===== src/rtl/xcorr_pair_engine_if.sv =====
// Sample-in / correlation-out handshake bundle for one mic-pair correlation engine.
// master drives samples and out_ready; slave (the engine) drives the rest.
interface xcorr_pair_engine_if #(
  parameter int unsigned SAMPLE_W = 16,
  parameter int unsigned N_LAGS   = 128,
  parameter int unsigned OUT_W    = 32
);
  localparam int unsigned LagW = $clog2(N_LAGS);

  logic                       in_valid;
  logic                       in_ready;
  logic signed [SAMPLE_W-1:0] in_a;
  logic signed [SAMPLE_W-1:0] in_b;
  logic                       out_valid;
  logic                       out_ready;
  logic signed [OUT_W-1:0]    out_data;
  logic [LagW-1:0]            out_lag;
  logic                       out_last;
  logic                       busy;

  modport master (
    output in_valid, in_a, in_b, out_ready,
    input  in_ready, out_valid, out_data, out_lag, out_last, busy
  );

  modport slave (
    input  in_valid, in_a, in_b, out_ready,
    output in_ready, out_valid, out_data, out_lag, out_last, busy
  );
endinterface


===== src/rtl/xcorr_pair_engine.sv =====
// Frame capture plus serial single-MAC lagged cross-correlation of two mic streams.
// Define XCORR_SAT_EN to saturate the shifted result to OUT_W bits instead of wrapping.
module xcorr_pair_engine #(
  parameter int unsigned SAMPLE_W  = 16,
  parameter int unsigned N_SAMPLES = 128,
  parameter int unsigned N_LAGS    = 128,
  parameter int unsigned LAG_OFS   = 64,
  parameter int unsigned ACC_W     = 40,
  parameter int unsigned OUT_W     = 32,
  parameter int unsigned OUT_SHIFT = 8
) (
  input logic                clk,
  input logic                rst_n,
  xcorr_pair_engine_if.slave bus
);
  localparam int unsigned AddrW = $clog2(N_SAMPLES);
  localparam int unsigned CntW  = $clog2(N_SAMPLES + 3);
  localparam int unsigned LagW  = $clog2(N_LAGS);
  localparam int unsigned ProdW = 2 * SAMPLE_W;

  typedef enum logic [1:0] {StLoad, StCompute, StPresent} state_e;

  state_e                     state_q, state_d;
  logic                       rdy_q;
  logic [AddrW-1:0]           wr_q;
  logic [CntW-1:0]            cnt_q;
  logic [LagW-1:0]            k_q;
  logic signed [SAMPLE_W-1:0] a_mem [N_SAMPLES];
  logic signed [SAMPLE_W-1:0] b_mem [N_SAMPLES];
  logic signed [SAMPLE_W-1:0] a_rd_q, b_rd_q;
  logic                       v1_q, v2_q;
  logic signed [ProdW-1:0]    prod_q;
  logic signed [ACC_W-1:0]    acc_q;
  logic signed [OUT_W-1:0]    out_q;
  logic signed [OUT_W-1:0]    reduced;

  logic in_hs, out_hs, last_in, cnt_done, last_lag, b_ok;
  int   b_pos;

  assign in_hs    = rdy_q & bus.in_valid;
  assign out_hs   = (state_q == StPresent) & bus.out_ready;
  assign last_in  = in_hs && (wr_q == AddrW'(N_SAMPLES - 1));
  assign cnt_done = cnt_q == CntW'(N_SAMPLES + 2);
  assign last_lag = k_q == LagW'(N_LAGS - 1);
  // b index for the sample currently being read; outside the frame it contributes zero
  assign b_pos    = int'(cnt_q) + int'(k_q) - int'(LAG_OFS);
  assign b_ok     = (b_pos >= 0) && (b_pos < int'(N_SAMPLES));

`ifdef XCORR_SAT_EN
  localparam logic signed [ACC_W-1:0] SatMax = {{(ACC_W-OUT_W+1){1'b0}}, {(OUT_W-1){1'b1}}};
  localparam logic signed [ACC_W-1:0] SatMin = {{(ACC_W-OUT_W+1){1'b1}}, {(OUT_W-1){1'b0}}};
  logic signed [ACC_W-1:0] shifted;
  assign shifted = acc_q >>> OUT_SHIFT;

  always_comb begin
    reduced = OUT_W'(shifted);
    if (shifted > SatMax)      reduced = OUT_W'(SatMax);
    else if (shifted < SatMin) reduced = OUT_W'(SatMin);
  end
`else
  assign reduced = OUT_W'(acc_q >>> OUT_SHIFT);
`endif

  // State register; in_ready is registered so it stays low throughout reset.
  always_ff @(posedge clk or negedge rst_n) begin
    if (!rst_n) begin
      state_q <= StLoad;
      rdy_q   <= 1'b0;
    end else begin
      state_q <= state_d;
      rdy_q   <= state_d == StLoad;
    end
  end

  always_comb begin
    state_d = state_q;
    unique case (state_q)
      StLoad:    if (last_in) state_d = StCompute;
      StCompute: if (cnt_done) state_d = StPresent;
      StPresent: if (out_hs) state_d = last_lag ? StLoad : StCompute;
      default:   state_d = StLoad;
    endcase
  end

  always_comb begin
    bus.in_ready  = rdy_q;
    bus.out_valid = state_q == StPresent;
    bus.busy      = state_q != StLoad;
    bus.out_last  = (state_q == StPresent) && last_lag;
    bus.out_data  = out_q;
    bus.out_lag   = k_q;
  end

  // Sample buffers carry no reset; they are always fully rewritten before use.
  always_ff @(posedge clk) begin
    if (in_hs) begin
      a_mem[wr_q] <= bus.in_a;
      b_mem[wr_q] <= bus.in_b;
    end
  end

  // Read -> multiply -> accumulate -> output register pipeline, N_SAMPLES+3 cycles per lag.
  always_ff @(posedge clk or negedge rst_n) begin
    if (!rst_n) begin
      wr_q   <= '0;
      cnt_q  <= '0;
      k_q    <= '0;
      v1_q   <= 1'b0;
      v2_q   <= 1'b0;
      a_rd_q <= '0;
      b_rd_q <= '0;
      prod_q <= '0;
      acc_q  <= '0;
      out_q  <= '0;
    end else begin
      if (in_hs) wr_q <= last_in ? '0 : wr_q + 1'b1;
      cnt_q  <= (state_q == StCompute && !cnt_done) ? cnt_q + 1'b1 : '0;
      if (out_hs) k_q <= last_lag ? '0 : k_q + 1'b1;
      v1_q   <= (state_q == StCompute) && (cnt_q < CntW'(N_SAMPLES));
      a_rd_q <= a_mem[cnt_q[AddrW-1:0]];
      b_rd_q <= b_ok ? b_mem[AddrW'(b_pos)] : '0;
      v2_q   <= v1_q;
      prod_q <= ProdW'(a_rd_q) * ProdW'(b_rd_q);
      if (state_q == StCompute && cnt_q == '0) acc_q <= '0;
      else if (v2_q)                             acc_q <= acc_q + ACC_W'(prod_q);
      if (state_q == StCompute && cnt_done) out_q <= reduced;
    end
  end
endmodule


===== src/flat_wrapper.sv =====
// flat-port wrapper written by rule: the top's interface ports become plain ports
module xcorr_pair_engine_flat 
#(
  parameter int unsigned SAMPLE_W  = 16,
  parameter int unsigned N_SAMPLES = 128,
  parameter int unsigned N_LAGS    = 128,
  parameter int unsigned LAG_OFS   = 64,
  parameter int unsigned ACC_W     = 40,
  parameter int unsigned OUT_W     = 32,
  parameter int unsigned OUT_SHIFT = 8
)
  (clk, rst_n, bus_in_valid, bus_in_a, bus_in_b, bus_out_ready, bus_in_ready, bus_out_valid, bus_out_data, bus_out_lag, bus_out_last, bus_busy);
  xcorr_pair_engine_if #(.SAMPLE_W(SAMPLE_W), .N_LAGS(N_LAGS), .OUT_W(OUT_W)) bus_i ();
  input logic clk;
  input logic rst_n;
  input wire logic [$bits(bus_i.in_valid)-1:0] bus_in_valid;
  input wire logic [$bits(bus_i.in_a)-1:0] bus_in_a;
  input wire logic [$bits(bus_i.in_b)-1:0] bus_in_b;
  input wire logic [$bits(bus_i.out_ready)-1:0] bus_out_ready;
  output wire logic [$bits(bus_i.in_ready)-1:0] bus_in_ready;
  output wire logic [$bits(bus_i.out_valid)-1:0] bus_out_valid;
  output wire logic [$bits(bus_i.out_data)-1:0] bus_out_data;
  output wire logic [$bits(bus_i.out_lag)-1:0] bus_out_lag;
  output wire logic [$bits(bus_i.out_last)-1:0] bus_out_last;
  output wire logic [$bits(bus_i.busy)-1:0] bus_busy;
  assign bus_i.in_valid = bus_in_valid;
  assign bus_i.in_a = bus_in_a;
  assign bus_i.in_b = bus_in_b;
  assign bus_i.out_ready = bus_out_ready;
  assign bus_in_ready = bus_i.in_ready;
  assign bus_out_valid = bus_i.out_valid;
  assign bus_out_data = bus_i.out_data;
  assign bus_out_lag = bus_i.out_lag;
  assign bus_out_last = bus_i.out_last;
  assign bus_busy = bus_i.busy;
  xcorr_pair_engine #(.SAMPLE_W(SAMPLE_W), .N_SAMPLES(N_SAMPLES), .N_LAGS(N_LAGS), .LAG_OFS(LAG_OFS), .ACC_W(ACC_W), .OUT_W(OUT_W), .OUT_SHIFT(OUT_SHIFT)) u_core (.clk(clk), .rst_n(rst_n), .bus(bus_i));
endmodule

===== config.mk =====
export PLATFORM = sky130hd
export DESIGN_NAME = xcorr_pair_engine_flat
export DESIGN_NICKNAME = d
export VERILOG_FILES = /design/src/rtl/xcorr_pair_engine_if.sv /design/src/rtl/xcorr_pair_engine.sv /design/src/flat_wrapper.sv
export SDC_FILE = /design/constraint.sdc
export NUM_CORES = 2
export LEC_CHECK = 0
export ABC_AREA = 0
export BUFFER_PORTS_ARGS = -buffer_cell sky130_fd_sc_hd__clkbuf_2
export CAP_MARGIN = 20
export CORE_MARGIN = 5
export CORE_UTILIZATION = 25
export DETAILED_ROUTE_END_ITERATION = 12
export GPL_TIMING_DRIVEN = 0
export SYNTH_ARGS = -nofsm -noshare
export SYNTH_HDL_FRONTEND = slang
export SYNTH_SLANG_ARGS = --single-unit

===== constraint.sdc =====
create_clock -name clk -period 9.4 [get_ports clk]
set_input_delay 1.88 -clock clk [delete_from_list [all_inputs] [get_ports clk]]
set_output_delay 1.88 -clock clk [all_outputs]
set_load 0.1 [all_outputs]

==> results.txt <==
The via-per-instance ratio is about 4.6. The largest individual stage delay along the critical path comes from the cell sky130_fd_sc_hd__fa_1. Clock latency on the worst-skew pair, taken at its later pin, is slightly above 1 ns. The initial core utilization is 0.251.

The final sum of negative setup slack came out at 0 ns. Data on the critical path is required at its endpoint by 10.22 ns. The clock root buffer master is sky130_fd_sc_hd__clkbuf_16.

The critical path's largest stage delay is just under 0.6 ns. For this run, design rule violations remaining after detail routing come to 0. The arrival time of data at the critical path endpoint came out at 8.30 ns. The post-CTS setup buffer count came out at 0. The core area is around 690000 sq um. The number of slew-limit violations in the final report is 0. The die span in x is 843 um. Of the cells placed in the final design, the portion with a size suffix greater than 1 is 0.279. The cell type with the largest total area after synthesis is sky130_fd_sc_hd__edfxtp_1. The area of the multi-input gates is 44600 sq um. The share of synthesized area in the top cell type comes to 0.710. In this run the tool buffered the top-level ports with approximately 80 buffer cells. After detailed routing, no signal wire sits above met5.

The number of hold-slack violations in the final timing report was 0. The number of fill cells in the layout is between 60000 and 70000. The total wire length came out at 486000 um. When the netlist entered floorplanning its net count stood at 8215. For the pin with the worst max-slew slack, the measured transition is 1.18 ns.

In the synthesized netlist the dominant register cell turns out to be sky130_fd_sc_hd__edfxtp_1. The tightest min-delay check is of the flop to flop type. The cell area after layout is just over 200000 sq um. The post-synthesis instance area is roughly 170000 sq um. The clock sink total is 4259. The mean instance size in the synthesized netlist is 22.3 sq um. The flop-to-flop setup slack is just under 2 ns. The floorplan die area came out at 710000 sq um. The hold slack came out at 0.481 ns. In this run the worst path has a maximum fanout of 10. The largest voltage drop on the vdd net came out at 0.000160 V. Walking the worst path, the cells encountered are clkbuf_1, nand2_1, fa_1, fa_1, fa_1, fa_1, inv_1, fa_1, fa_1, ha_1, a21o_1, a21o_1, a21oi_1, nor3_1, a211oi_1, a21boi_0, o41ai_2, nor3_1, a2111oi_1, a21oi_1, xor2_1. The overall power is around 38000 uW. The maximum root-to-sink buffer count is 4.

The placer's final routability congestion estimate came out at 0.847. The CTS buffer count came out at 391. The type of destination of the critical path is a flop. Gates resized during post-CTS repair numbered 0. The total setup violations reported at the end of the flow is 0. The met2 routed wirelength came out at 236000 um. Derived from the worst setup path, the maximum achievable clock frequency is ~0.13 GHz. The total routed wire length on the met1 layer came out at 189000 um. The layout overhead on the synthesized area is 17.6%.

The number of distinct standard cells referenced by the synthesized netlist is 64. The number of placed I/O pins is 79. The cell depth of the worst min-delay path came out at 1. The number of nets with antenna violations after routing is 0.

The number of max-cap violations came out at 0. The type of the setup path with the least slack is flop to flop. The die is 843 um tall. The number of enable flip-flop cells after synthesis is 4096.

The worst setup path is launched from a flop. The static leakage is approximately 0.063 uW. The total number of placement rows came out at 305.

The total power divided by cell area came out at 188 nW/um^2. In this run the number of cells on the critical path is 21. The largest net degree at the start of global routing is 129. Among the stages of the critical path, the cell type that occurs most often is sky130_fd_sc_hd__fa_1. The flow ran to the end, and the final reports show no timing, DRC or antenna violations. Once detailed placement completed, the half-perimeter wirelength came to 330000 um. The quantity of hold-fixing buffers added after cts came out at 0. The sequential cell area came out at approximately 130000 sq um. The total of warnings raised by yosys came out at 0. After the last flow step, the layout net total stands at 8930.

TritonCTS built the clock tree. The final cell utilization of the core is 0.295. The count of buffer and inverter cells on the critical path came out at 2. The number of cells produced by synthesis is 7779. The wire length of the first global-routing pass came out at 677000 um.

The routed length on met3 came out at between 40000 and 50000 um. The worst pin sits at a relative slew slack of 0.211. In the final routed layout, each cell accounts on average for roughly 27 um.

The initial antenna violation count is 39. The via count of the first global-routing pass was 84476. The sequential share of the synthesized area is 0.733. The clock input transition at the sequential cells of the worst setup and hold paths came out at 0.08 ns.

The vias after detailed routing is 83735. The total global-route track usage is 0.133. The number of iterations in the first detailed-routing pass came out at 6.

The post-route minimum period came out at 7.48 ns. For this run the aggregate overflow at the end of global routing stands at 0. The clock tree skew after final layout came out at 0.0861 ns. Summing all placed instances gives a cell area of 191000 sq um. In this run the number of H-tree levels came out at 5.

The cell family contributing the most delay on the critical path is adder cells. Setup repair after global routing left no endpoint under its margin. The ratio of final minimum period to clock period is 0.795.

By area the synthesized netlist is led by sky130_fd_sc_hd__edfxtp_1 (71%), sky130_fd_sc_hd__mux4_2 (17%), sky130_fd_sc_hd__fa_1 (3.0%). The first-iteration detailed-routing DRC count is 10335. The number of register bits inferred by synthesis came out at 4259. Measured in cells, the most critical reg-to-reg path has a length of 21. The async set-reset flop share out of synthesis is 0.0383.
-- worst register-to-register path, stage by stage, from the launching register on --
cell and delay [ns]:
sky130_fd_sc_hd__dfrtp_1 0.53, sky130_fd_sc_hd__clkbuf_1 0.54, sky130_fd_sc_hd__nand2_1 0.18, sky130_fd_sc_hd__fa_1 0.54
sky130_fd_sc_hd__fa_1 0.59, sky130_fd_sc_hd__fa_1 0.46, sky130_fd_sc_hd__fa_1 0.55, sky130_fd_sc_hd__inv_1 0.05
sky130_fd_sc_hd__fa_1 0.49, sky130_fd_sc_hd__fa_1 0.48, sky130_fd_sc_hd__ha_1 0.36, sky130_fd_sc_hd__a21o_1 0.18
sky130_fd_sc_hd__a21o_1 0.17, sky130_fd_sc_hd__a21oi_1 0.20, sky130_fd_sc_hd__nor3_1 0.09, sky130_fd_sc_hd__a211oi_1 0.22
sky130_fd_sc_hd__a21boi_0 0.17, sky130_fd_sc_hd__o41ai_2 0.48, sky130_fd_sc_hd__nor3_1 0.13, sky130_fd_sc_hd__a2111oi_1 0.50
sky130_fd_sc_hd__a21oi_1 0.15, sky130_fd_sc_hd__xor2_1 0.31
-- Yosys cell counts (9+ instances only) --
master	instances
sky130_fd_sc_hd__mux2i_1	31
sky130_fd_sc_hd__mux2_1	25
sky130_fd_sc_hd__nor2b_1	17
sky130_fd_sc_hd__buf_1	65
sky130_fd_sc_hd__buf_2	64
sky130_fd_sc_hd__xnor2_1	65
sky130_fd_sc_hd__nand4_1	9
sky130_fd_sc_hd__mux4_2	1344
sky130_fd_sc_hd__a31oi_1	9
sky130_fd_sc_hd__nor3_1	14
sky130_fd_sc_hd__o21ai_0	32
sky130_fd_sc_hd__mux2_2	24
sky130_fd_sc_hd__o21bai_1	11
sky130_fd_sc_hd__nand2b_1	17
sky130_fd_sc_hd__dfrtp_1	163
sky130_fd_sc_hd__buf_4	10
sky130_fd_sc_hd__fa_1	264
sky130_fd_sc_hd__a21o_1	36
sky130_fd_sc_hd__xor2_1	26
sky130_fd_sc_hd__a21oi_1	65
sky130_fd_sc_hd__nand2_1	233
sky130_fd_sc_hd__nand3_1	26
sky130_fd_sc_hd__inv_1	311
sky130_fd_sc_hd__and3_1	15
sky130_fd_sc_hd__edfxtp_1	4096
sky130_fd_sc_hd__clkbuf_1	227
sky130_fd_sc_hd__nor2_1	225
sky130_fd_sc_hd__ha_1	136
sky130_fd_sc_hd__a21boi_0	17
sky130_fd_sc_hd__and2_1	129
-- layer usage --
layer  up-vias  track usage
li1      33480            -
met1     45756        0.171
met2      3705        0.220
met3       772       0.0326
met4        22       0.0406
met5         -            0
-- report_power, final --
part | total (uW) | switching, uW | internal (uW)
Sequential | 21200 | 77.8 | 21100
Combinational | 1160 | 898 | 266
Clock | 16100 | 7190 | 8870
-- cell type report --
type,count,share of cell area
multi-input combinational,2840,0.219
inverter,312,0.00575
sequential,4259,0.623
timing repair buffer,322,0.0257
antenna,12,0.000147
buffer,368,0.00748
clock buffer,480,0.0503
clock inverter,237,0.0122
tap,9210,0.0565
-- cells in the final DEF, fill, tap and decap left out, types with 67 or more instances in the layout --
cell,n
sky130_fd_sc_hd__and2_1,129
sky130_fd_sc_hd__buf_12,128
sky130_fd_sc_hd__buf_2,69
sky130_fd_sc_hd__clkbuf_1,304
sky130_fd_sc_hd__clkbuf_16,395
sky130_fd_sc_hd__clkinv_1,87
sky130_fd_sc_hd__clkinv_2,67
sky130_fd_sc_hd__dfrtp_1,163
sky130_fd_sc_hd__edfxtp_1,4096
sky130_fd_sc_hd__fa_1,264
sky130_fd_sc_hd__ha_1,136
sky130_fd_sc_hd__inv_1,311
sky130_fd_sc_hd__mux4_2,1344
sky130_fd_sc_hd__nand2_1,233
sky130_fd_sc_hd__nor2_1,101
sky130_fd_sc_hd__nor2_4,123
-- registers in the layout, summed over array words and instances (netlist names) --
signal,cells
u_core.a_mem,2048
u_core.a_rd_q,16
u_core.acc_q,40
u_core.b_mem,2048
u_core.b_rd_q,16
u_core.bus.in_ready,1
u_core.bus.out_data,32
u_core.bus.out_lag,7
u_core.cnt_q,8
u_core.prod_q,32
u_core.state_q,2
u_core.v1_q,1
u_core.v2_q,1
u_core.wr_q,7
-- final timing paths --
| kind | startpoint | endpoint |
|---|---|---|
| max in group asynchronous | rst_n | u_core.a_rd_q[13] |
| worst max-delay path | u_core.b_rd_q[1] | u_core.prod_q[30] |
| worst max register to register | u_core.b_rd_q[1] | u_core.prod_q[30] |
| worst min-delay path | u_core.bus.out_data[12] | u_core.bus.out_data[12] |
| worst min register to register | u_core.bus.out_data[12] | u_core.bus.out_data[12] |
| min in group asynchronous | rst_n | u_core.bus.out_data[3] |
-- metrics by stage --
stage,cells,worst slack [ns]
4_1_cts,18019,1.96
6_report,18040,1.92
3_3_place_gp,17067,0.220
3_5_place_dp,17302,1.94
5_1_grt,18030,1.44
2_1_floorplan,7779,3.13
-- logic make-up (layout without fill, tap and decap cells) --
| kind of cell | count (synthesis) | after routing | synth area share |
|---|---|---|---|
| flops | 4259 | 4259 | 0.733 |
| fa+ha+maj | 400 | 400 | 0.0403 |
| simple gates | 698 | 698 | 0.0184 |
| buf+inv | 680 | 1719 | 0.0155 |
| compound gates | 227 | 227 | 0.00860 |
| xor+xnor | 91 | 91 | 0.00460 |
| other cells | 0 | 12 | 0 |
| mux | 1424 | 1424 | 0.180 |
Note: power is estimated with default switching activity, not from simulation.
